===== config.mk =====
export PLATFORM = sky130hd
export DESIGN_NAME = uart_echo_responder_flat
export DESIGN_NICKNAME = d
export VERILOG_FILES = /design/src/rtl/uart_echo_responder_pkg.sv /design/src/rtl/uart_echo_responder_if.sv /design/src/rtl/uart_echo_responder_sync_fifo.sv /design/src/rtl/uart_echo_responder.sv /design/src/flat_wrapper.sv
export SDC_FILE = /design/constraint.sdc
export NUM_CORES = 1
export LEC_CHECK = 0
export CAP_MARGIN = 20
export CORE_MARGIN = 5
export CORE_UTILIZATION = 35
export CTS_BUF_LIST = sky130_fd_sc_hd__clkbuf_8
export DETAILED_ROUTE_END_ITERATION = 7
export DONT_BUFFER_PORTS = 1
export PLACE_DENSITY_LB_ADDON = 0.15
export SYNTH_ARGS = -nofsm -noshare
export SYNTH_HDL_FRONTEND = slang
export SYNTH_HIERARCHICAL = 1
export SYNTH_SLANG_ARGS = --single-unit

===== constraint.sdc =====
create_clock -name clk_50m -period 3.3 [get_ports clk_50m]
set_input_delay 0.99 -clock clk_50m [delete_from_list [all_inputs] [get_ports clk_50m]]
set_output_delay 0.99 -clock clk_50m [all_outputs]
set_load 0.01 [all_outputs]

===== src/rtl/uart_echo_responder_pkg.sv =====
// uart_echo_responder_pkg: FSM state types, ASCII constants and the case transform.
package uart_echo_responder_pkg;
  typedef enum logic [1:0] {RX_IDLE, RX_CLEAR, RX_WAIT_LOW} rx_state_t;
  typedef enum logic [1:0] {TX_IDLE, TX_LOAD, TX_WAIT_BUSY, TX_WAIT_DONE} tx_state_t;
  localparam logic [7:0] ASCII_LOWER_A = 8'h61;
  localparam logic [7:0] ASCII_LOWER_Z = 8'h7A;
  localparam logic [7:0] ASCII_CASE_OFFSET = 8'h20;
  function automatic logic [7:0] to_upper(input logic [7:0] b);
    return (b >= ASCII_LOWER_A && b <= ASCII_LOWER_Z) ? b - ASCII_CASE_OFFSET : b;
  endfunction
endpackage


===== src/rtl/uart_echo_responder_if.sv =====
// uart_echo_responder_if: byte-level handshake between the uart core (master) and the responder (slave).
interface uart_echo_responder_if;
  logic       rdy;
  logic [7:0] dout;
  logic       rdy_clr;
  logic       tx_busy;
  logic [7:0] din;
  logic       wr_en;
  modport master (output rdy, dout, tx_busy, input rdy_clr, din, wr_en);
  modport slave (input rdy, dout, tx_busy, output rdy_clr, din, wr_en);
endinterface


===== src/rtl/uart_echo_responder_sync_fifo.sv =====
// uart_echo_responder_sync_fifo: single-clock FIFO with registered occupancy and asynchronous head read.
module uart_echo_responder_sync_fifo #(
  parameter int WIDTH = 8,
  parameter int DEPTH = 16
) (
  input  logic                   clk,
  input  logic                   rst,
  input  logic                   push,
  input  logic                   pop,
  input  logic [WIDTH-1:0]       wdata,
  output logic [WIDTH-1:0]       rdata,
  output logic                   full,
  output logic                   empty,
  output logic [$clog2(DEPTH):0] count
);
  localparam int AW = $clog2(DEPTH);
  typedef logic [AW:0] cnt_t;
  logic [WIDTH-1:0] mem_q [DEPTH];
  logic [AW-1:0] wptr_q, rptr_q;
  cnt_t count_q;
  logic do_push, do_pop;
  assign full    = count_q == cnt_t'(DEPTH);
  assign empty   = count_q == '0;
  assign do_push = push && !full;
  assign do_pop  = pop && !empty;
  assign rdata   = mem_q[rptr_q];
  assign count   = count_q;
  always_ff @(posedge clk)
    if (do_push) mem_q[wptr_q] <= wdata;
  always_ff @(posedge clk) begin
    if (rst) begin
      wptr_q  <= '0;
      rptr_q  <= '0;
      count_q <= '0;
    end else begin
      if (do_push) wptr_q <= wptr_q + 1'b1;
      if (do_pop) rptr_q <= rptr_q + 1'b1;
      count_q <= count_q + cnt_t'(do_push) - cnt_t'(do_pop);
    end
  end
endmodule


===== src/rtl/uart_echo_responder.sv =====
// uart_echo_responder: drains uart rx bytes into a FIFO and echoes them back through the uart tx.
module uart_echo_responder
  import uart_echo_responder_pkg::*;
#(
  parameter int FIFO_DEPTH   = 16,
  parameter bit UPPERCASE_EN = 1,
  parameter int BUSY_TIMEOUT = 4
) (
  input  logic                        clk_50m,
  input  logic                        rst,
  uart_echo_responder_if.slave        uart,
  output logic [$clog2(FIFO_DEPTH):0] fifo_count_o,
  output logic                        overflow_o,
  output logic [7:0]                  drop_cnt_o
);
  localparam int TW = $clog2(BUSY_TIMEOUT + 1);
  typedef logic [TW-1:0] tmr_t;
  rx_state_t rx_q, rx_d;
  tx_state_t tx_q, tx_d;
  logic [7:0] din_q, din_d, drop_q, drop_d, rdata;
  tmr_t tmr_q, tmr_d;
  logic ovf_q, ovf_d, push, pop, drop, full, empty;
  uart_echo_responder_sync_fifo #(.WIDTH(8), .DEPTH(FIFO_DEPTH)) u_fifo (
    .clk(clk_50m), .rst(rst), .push(push), .pop(pop), .wdata(uart.dout),
    .rdata(rdata), .full(full), .empty(empty), .count(fifo_count_o)
  );
  assign push         = rx_q == RX_IDLE && uart.rdy && !full;
  assign drop         = rx_q == RX_IDLE && uart.rdy && full;
  assign uart.rdy_clr = rx_q == RX_CLEAR;
  assign uart.wr_en   = tx_q == TX_LOAD;
  assign uart.din     = din_q;
  assign overflow_o   = ovf_q;
  assign drop_cnt_o   = drop_q;
  // RX_WAIT_LOW keeps a slowly falling rdy from being captured twice
  always_comb begin
    rx_d   = rx_q == RX_IDLE ? (uart.rdy ? RX_CLEAR : RX_IDLE) :
             rx_q == RX_CLEAR ? RX_WAIT_LOW : (uart.rdy ? RX_WAIT_LOW : RX_IDLE);
    ovf_d  = ovf_q | drop;
    drop_d = drop && drop_q != 8'hFF ? drop_q + 1'b1 : drop_q;
  end
  always_comb begin
    tx_d  = tx_q;
    din_d = din_q;
    tmr_d = tmr_q;
    pop   = 1'b0;
    case (tx_q)
      TX_IDLE:
        if (!empty && !uart.tx_busy) begin
          pop   = 1'b1;
          din_d = UPPERCASE_EN ? to_upper(rdata) : rdata;
          tx_d  = TX_LOAD;
        end
      TX_LOAD: begin
        tmr_d = '0;
        tx_d  = TX_WAIT_BUSY;
      end
      // a transmitter that never reports busy is given up on; the byte is not retried
      TX_WAIT_BUSY: begin
        tmr_d = tmr_q + 1'b1;
        tx_d  = uart.tx_busy ? TX_WAIT_DONE :
                tmr_q == tmr_t'(BUSY_TIMEOUT - 1) ? TX_IDLE : TX_WAIT_BUSY;
      end
      default: tx_d = uart.tx_busy ? TX_WAIT_DONE : TX_IDLE;
    endcase
  end
  always_ff @(posedge clk_50m) begin
    if (rst) begin
      rx_q   <= RX_IDLE;
      tx_q   <= TX_IDLE;
      din_q  <= '0;
      tmr_q  <= '0;
      ovf_q  <= 1'b0;
      drop_q <= '0;
    end else begin
      rx_q   <= rx_d;
      tx_q   <= tx_d;
      din_q  <= din_d;
      tmr_q  <= tmr_d;
      ovf_q  <= ovf_d;
      drop_q <= drop_d;
    end
  end
endmodule


===== src/flat_wrapper.sv =====
// flat-port wrapper written by rule: the top's interface ports become plain ports
module uart_echo_responder_flat import uart_echo_responder_pkg::*;
#(
  parameter int FIFO_DEPTH   = 16,
  parameter bit UPPERCASE_EN = 1,
  parameter int BUSY_TIMEOUT = 4
)
  (clk_50m, rst, fifo_count_o, overflow_o, drop_cnt_o, uart_rdy, uart_dout, uart_tx_busy, uart_rdy_clr, uart_din, uart_wr_en);
  uart_echo_responder_if uart_i ();
  input  logic clk_50m;
  input  logic rst;
  output logic [$clog2(FIFO_DEPTH):0] fifo_count_o;
  output logic overflow_o;
  output logic [7:0] drop_cnt_o;
  input wire logic [$bits(uart_i.rdy)-1:0] uart_rdy;
  input wire logic [$bits(uart_i.dout)-1:0] uart_dout;
  input wire logic [$bits(uart_i.tx_busy)-1:0] uart_tx_busy;
  output wire logic [$bits(uart_i.rdy_clr)-1:0] uart_rdy_clr;
  output wire logic [$bits(uart_i.din)-1:0] uart_din;
  output wire logic [$bits(uart_i.wr_en)-1:0] uart_wr_en;
  assign uart_i.rdy = uart_rdy;
  assign uart_i.dout = uart_dout;
  assign uart_i.tx_busy = uart_tx_busy;
  assign uart_rdy_clr = uart_i.rdy_clr;
  assign uart_din = uart_i.din;
  assign uart_wr_en = uart_i.wr_en;
  uart_echo_responder #(.FIFO_DEPTH(FIFO_DEPTH), .UPPERCASE_EN(UPPERCASE_EN), .BUSY_TIMEOUT(BUSY_TIMEOUT)) u_core (.clk_50m(clk_50m), .rst(rst), .uart(uart_i), .fifo_count_o(fifo_count_o), .overflow_o(overflow_o), .drop_cnt_o(drop_cnt_o));
endmodule

Word level (Yosys, flattened, before mapping)
Memories as Yosys holds them, arrays and structs flattened. A register that Yosys moved wholly into a read port is not among the register bits.
Index checks and enable logic that the tools add are counted.
{ "totals": {"register_bits": 37, "latchBits": 0, "ramBits": 128, "mem_bits_ro": 0, "wordCells": 60, "n_memories": 1} }
{ "memory_table": {"columns": ["memory", "words", "word_bits", "read_ports", "rd_clocked_by_memory_dff", "write_ports", "line", "source"], "rows": [
  ["u_core.u_fifo.mem_q", 16, 8, 1, 1, 1, "uart_echo_responder_sync_fifo.sv:18", "logic [WIDTH-1:0] mem_q [DEPTH];"]
]} }
{ "op_classes": {"n_addsub": 7, "n_mul": 0, "n_div": 0, "order_cmp": 2, "n_eq_ne": 7, "shifts": 0, "muxes": 17, "bitwise_logic": 1, "n_reduce_logical": 16} }
{ "ops": {"columns": ["cell", "n"], "rows": [
  ["2-bit two-way mux", 7],
  ["4-bit by 1-bit adder with 4-bit output (second input constant)", 2],
  ["8-bit by 1-bit adder with 8-bit output (second input constant)", 1],
  ["8-bit by 7-bit greater-or-equal comparator with 1-bit output (second input constant)", 1],
  ["8-bit by 7-bit less-or-equal comparator with 1-bit output (second input constant)", 1],
  ["1-bit logical AND", 8],
  ["4-bit two-way mux", 2],
  ["8-bit two-way mux", 1],
  ["8-bit inequality test (second input constant)", 1],
  ["8-bit by 6-bit subtractor with 8-bit output (second input constant)", 1],
  ["2-bit one-hot mux with 3 select lines", 1],
  ["3-bit one-hot mux with 2 select lines", 1],
  ["5-bit by 1-bit adder with 5-bit output", 1],
  ["5-bit equality test (second input constant)", 1],
  ["5-bit logical NOT", 1],
  ["1-bit two-way mux", 5],
  ["5-bit by 1-bit subtractor with 5-bit output", 1],
  ["2-bit by 1-bit equality test with 1-bit output (second input constant)", 2],
  ["2-bit logical NOT", 2],
  ["3-bit by 1-bit adder with 3-bit output (second input constant)", 1],
  ["3-bit by 2-bit equality test with 1-bit output (second input constant)", 1],
  ["1-bit logical NOT", 3],
  ["2-bit equality test (second input constant)", 1],
  ["2-bit by 1-bit inequality test with 1-bit output (second input constant)", 1],
  ["3 further kinds", 3]
]} }

Depth between registers and ports, before layout
Gate-level depths: netlist (run 1).
{ "depth": {"depth_word": 8, "depth_mapped": 16, "mapped_depth_nobuf": 15} }

By module
Netlist (run 1), hierarchy kept.
{ "by_module_without_submodules": {"columns": ["mod", "instances", "cells_per_inst", "area_each_um2"], "rows": [
  ["uart_echo_responder_sync_fifo", 1, 306, 5799.3],
  ["uart_echo_responder", 1, 137, 1173.6]
]} }

Worst setup path before layout (run 1)
No wires, ideal clock.
{ "synth_timing": {"kind": "input port to flip-flop", "from": "input uart_tx_busy", "to": "register u_core.u_fifo.count_q[4] (netlist: u_core/u_fifo/count[4])", "setup_ns": 0.070, "t_arrival_ns": 3.216, "t_required_ns": 3.230, "slack_ns": 0.014, "cell_stages": 12, "n_path_buf": 1, "cell_sequence": "nor3b_1 > buf_2 > nand2_1 > inv_1 > ha_1 > inv_1 > ha_1 > fa_1 > a21oi_1 > nor2_1 > or3_1 > a21oi_1"} }
{ "synth_via": {"elab_chain_cells": 6} }
{ "synth_rtl": {"columns": ["item", "line", "source"], "rows": [
  ["start: declaration", "flat_wrapper.sv:17", "input wire logic [$bits(uart_i.tx_busy)-1:0] uart_tx_busy;"],
  ["1-bit logical NOT", "uart_echo_responder.sv:48", "if (!empty && !uart.tx_busy) begin"],
  ["1-bit logical AND", "uart_echo_responder.sv:48", null],
  ["1-bit two-way mux", "uart_echo_responder.sv:48", null],
  ["1-bit two-way mux", "uart_echo_responder.sv:46", "case (tx_q)"],
  ["via u_core.pop", "uart_echo_responder.sv:22", "logic ovf_q, ovf_d, push, pop, drop, full, empty;"],
  ["1-bit logical AND", "uart_echo_responder_sync_fifo.sv:25", "assign do_pop = pop && !empty;"],
  ["5-bit by 1-bit subtractor with 5-bit output", "uart_echo_responder_sync_fifo.sv:38", "count_q <= count_q + cnt_t'(do_push) - cnt_t'(do_pop);"],
  ["end signal: assignment", "uart_echo_responder_sync_fifo.sv:38", null],
  ["end: declaration", "uart_echo_responder_sync_fifo.sv:20", "cnt_t count_q;"]
]} }
The timed path passes the listed nets, and every way through them passes these cells.
A chain may end at the register's enable or synchronous reset.

Final worst setup path (run 1)
{ "layout_timing": {"from": "register u_core.u_fifo.count_q[3] (netlist: u_core/u_fifo/count[3])", "to": "register u_core.u_fifo.count_q[4] (netlist: u_core/u_fifo/count[4])"} }
{ "layout_via": {"elab_chain_cells": 7, "elab_cells_between_ends": 12, "classes_between": "add/sub (2); eq/ne (1); mux (2); reduce/logical (7)"} }
{ "layout_rtl": {"columns": ["item", "line", "source"], "rows": [
  ["5-bit logical NOT *", "uart_echo_responder_sync_fifo.sv:23", "assign empty = count_q == '0;"],
  ["via u_core.empty", "uart_echo_responder.sv:22", null],
  ["1-bit logical NOT *", "uart_echo_responder_sync_fifo.sv:25, uart_echo_responder.sv:48", null],
  ["1-bit logical AND", "uart_echo_responder.sv:48", null],
  ["1-bit two-way mux", "uart_echo_responder.sv:48", null],
  ["1-bit two-way mux", "uart_echo_responder.sv:46", null],
  ["1-bit logical AND *", "uart_echo_responder_sync_fifo.sv:25", null],
  ["5-bit by 1-bit subtractor with 5-bit output *", "uart_echo_responder_sync_fifo.sv:38", null]
]} }
The timed path passes the listed nets; every way through them passes the cells marked *.

==> results.py, run 1 <==
metrics = {
    "power": {
        "ir_drop_mv": 0.269,
        "leakagePower_nw": 2.64,
        "powerDensity_nw_per_um2": 666,
    },
    "place": {
        "hpwl_um": 9850,
        "io_buffers": 0,
        "gp_congestion": 0.731,
    },
    "worst_setup_path": {
        "crit_chain": "inv_1 -> ha_1 -> or4b_4 -> inv_1 -> nor3b_2 -> nand2_2 -> inv_1 -> ha_1 -> inv_1 -> ha_1 -> fa_1 -> a21oi_2 -> nor2_1 -> or3_1 -> a21oi_1",
        "critical_path_depth": 15,
        "cp.arrival_ns": 3.45,
        "path_max_fanout": 5,
        "reg2regPathDepth": 15,
        "crit_buf_inv": 4,
        "startpoint_type": "register",
        "critPathTopFamily": "adder cells",
        "crit_required_ns": 3.68,
        "r2r_end": "u_core/u_fifo/count[4]$_SDFF_PP0_",
        "cp_common_cell": "inv_1",
        "crit_slowest_cell": "or4b_4",
        "reg2reg_from": "u_core/u_fifo/count[3]$_SDFF_PP0_",
        "reg2reg_slack_ns": 0.23,
        "worstSetupPathType": "register to register",
        "endpoint_kind": "register",
        "max_stage_delay_ns": 0.50,
    },
    "global_route": {
        "track_usage": 0.138,
        "grt_start_max_net_pins": 41,
        "grt_pass1_wl_um": 22800,
        "grt-busiest-layer": "met2",
        "grt.met1_usage": 0.180,
        "grt_antenna_before_repair": 0,
        "grt_pass1_vias": 3815,
        "grt_overflow": 0,
        "met2_usage": 0.223,
        "grt.met3_usage": 0.0428,
    },
    "layout": {
        "fin_nets": 508,
        "drive_gt1_frac": 0.184,
        "utilization": 0.401,
        "diodes": 0,
        "area_growth_pct": 12.2,
    },
    "detailed_routing": {
        "drtPass1Iterations": 4,
        "vias_per_cell": 5.01,
        "drt-initial-drc-count": 241,
        "ant_nets": 0,
        "routed_wirelength_um": 15100,
        "routedWlPerCell_um": 20.0,
        "drc": 0,
        "vias": 3776,
    },
    "sta": {
        "fmax_mhz": 326,
        "min_period_over_period": 0.930,
        "maxSlewViolCount": 0,
        "finClkSkew_ns": 0.0196,
        "relSlewSlack": 0.559,
        "setup_viol": 0,
        "hold-worst-slack_ns": 0.466,
        "worst_pin_slew_ns": 0.655,
        "timing.final.crit_period_ns": 3.07,
        "finalHoldViolCount": 0,
    },
    "cts": {
        "clk_latency_ns": 0.46,
        "cts_max_path_buffers": 2,
        "cts.sinks": 169,
        "cts_tree": "built",
        "cts_made_buffers": 17,
        "clkSlewWorstSetupHoldPaths_ns": 0.08,
        "htreeDepth": 4,
        "cts-root-buf": "clkbuf_8",
        "post_cts_buffers": 0,
    },
    "synth": {
        "synth_area_leaders": "edfxtp_1 55%, dfxtp_1 12%, mux4_2 5.8%",
        "yosys.area_share.adder": 0.0370,
        "synth_cells": 443,
        "syn-num-nets": 475,
        "ys_ff_latch": 169,
        "synth.area.mux_share": 0.120,
        "synth_top_area_share": 0.551,
        "post-synth-top-count-cell": "edfxtp_1",
        "synth_cell_type_count": 50,
        "synthArstFlopShare": 0,
        "syn_avg_cell_area_um2": 15.7,
        "synth_simple_gate_area_frac": 0.0822,
        "synth_edf_count": 128,
        "synth_top_family_by_area": "multiplexers",
        "yosysSeqAreaShare": 0.669,
        "synth_compound_area_frac": 0.0486,
        "ys.flop_type": "edfxtp_1",
        "synthXorXnorAreaFrac": 0.0126,
        "yosysWarningCount": 6,
        "synthTopCellsByCount": "128 x edfxtp_1, 41 x dfxtp_1, 37 x nor2_1",
        "synth_top_area_cell": "edfxtp_1",
        "netlist_area_um2": 6970,
    },
    "floorplan": {
        "die-height_um": 151,
        "start_util": 0.357,
        "die_area_um2": 22800,
        "row_count": 51,
        "dieWidth_um": 151,
        "io_pins": 36,
        "core_area_um2": 19500,
    },
    "flow_run": {
        "drv_cap": 0,
    },
    "worst_hold_path": {
        "hold_path.class": "register to register",
        "min_from": "u_core/tmr_q[1]$_SDFFE_PP0P_",
        "hold_path_depth": 2,
        "min_to": "u_core/tmr_q[1]$_SDFFE_PP0P_",
    },
    "outcome": {
        "status": "finished, final reports clean",
    },
}
-- layout make-up --
class	instances	area [um2]
timing repair buffer	32	253
multi-input combinational	230	2110
sequential	169	4670
inverter	26	97.6
clock buffer	17	234
fill	1854	11700
tap	265	332
clock inverter	15	126
-- power breakdown --
| group | switching (mW) | internal [mW] | total [mW] |
|---|---|---|---|
| clock network | 0.768 | 0.593 | 1.36 |
| logic | 0.639 | 0.643 | 1.28 |
| registers | 0.143 | 2.42 | 2.57 |
-- cells by family (layout without fill, tap and decap cells) --
logic type,Yosys count,count (layout)
DFF,169,169
xor gates and xnor gates,10,10
and+or+nand+nor,111,111
muxes,38,38
adders and majority gates,20,20
buffers and inverters,44,90
AOI/OAI and AO/OA,51,51
-- flip-flops by register name, summed over array words and instances, names as in the netlist, named ones only --
register              count
u_core/drop_cnt_o         8
u_core/rx_q               2
u_core/u_fifo/rptr_q      4
u_core/u_fifo/wptr_q      4
u_core/tx_q               2
u_core/tmr_q              3
u_core/uart.din           8
u_core/overflow_o         1
u_core/u_fifo/count       5
u_core/u_fifo/mem_q     128
-- per-stage QoR --
| step | worst slack, ns | power, mW | std cells | instance area [um2] | setup TNS [ns] |
|---|---|---|---|---|---|
| 2_1_floorplan | 0.0140 | 3.56 | 443 | 6970 | 0 |
| 3_3_place_gp | 0.185 | 3.88 | 722 | 7450 | 0 |
| 3_5_place_dp | 0.111 | 3.89 | 722 | 7450 | 0 |
| 4_1_cts | 0.0865 | 5.26 | 754 | 7810 | 0 |
| 5_1_grt | -0.00376 | 5.50 | 754 | 7820 | -0.00376 |
| 6_report | 0.230 | 5.21 | 754 | 7820 | 0 |
-- worst register-to-register path, cell delays in order (launching register included) --
cell and delay [ns]:
dfxtp_2 0.35, inv_1 0.08, ha_1 0.16, or4b_4 0.50, inv_1 0.11, nor3b_2 0.06
nand2_2 0.08, inv_1 0.05, ha_1 0.26, inv_1 0.04, ha_1 0.20, fa_1 0.42
a21oi_2 0.16, nor2_1 0.05, or3_1 0.34, a21oi_1 0.15
-- cells in the final DEF, fill, tap and decap left out, types with 16 or more instances in the layout --
cell / count
edfxtp_1: 128
clkbuf_8: 17
a21oi_1: 16
dfxtp_1: 38
inv_1: 26
nor2_1: 37
mux4_2: 18
ha_1: 19
buf_4: 31
nand2_1: 18
a22oi_1: 16
-- layer usage --
metal  vias up  routed length [um]
met2        77                7300
met4         0                 119
met1      1925                6820
li1       1766                   -
met5         -                   0
met3         8                 819
-- worst max path at each step --
stage          slack, ns                              start                                 to
6_report            0.23  u_core/u_fifo/count[3]$_SDFF_PP0_  u_core/u_fifo/count[4]$_SDFF_PP0_
5_1_grt           -0.004  u_core/u_fifo/count[3]$_SDFF_PP0_  u_core/u_fifo/count[4]$_SDFF_PP0_
4_1_cts             0.09  u_core/u_fifo/count[2]$_SDFF_PP0_  u_core/u_fifo/count[4]$_SDFF_PP0_
3_5_place_dp        0.11  u_core/u_fifo/count[2]$_SDFF_PP0_  u_core/u_fifo/count[4]$_SDFF_PP0_
3_3_place_gp        0.18  u_core/u_fifo/count[3]$_SDFF_PP0_  u_core/u_fifo/count[4]$_SDFF_PP0_
2_1_floorplan       0.01                       uart_tx_busy  u_core/u_fifo/count[4]$_SDFF_PP0_
-- timing repair --
| item | 4_1_cts | 5_1_grt |
|---|---|---|
| resized for setup | 0 | 5 |
| endpoints found under the setup margin | 0 | 1 |
| hold buffers | 0 | 0 |
No activity file was read; power rests on OpenSTA's default activity.
==> run 2: changes to the inputs <==
- GPL_ROUTABILITY_DRIVEN: unset -> 0
==> results of run 2 <==
Final layout, timing and power as in run 1 (identical DEF).
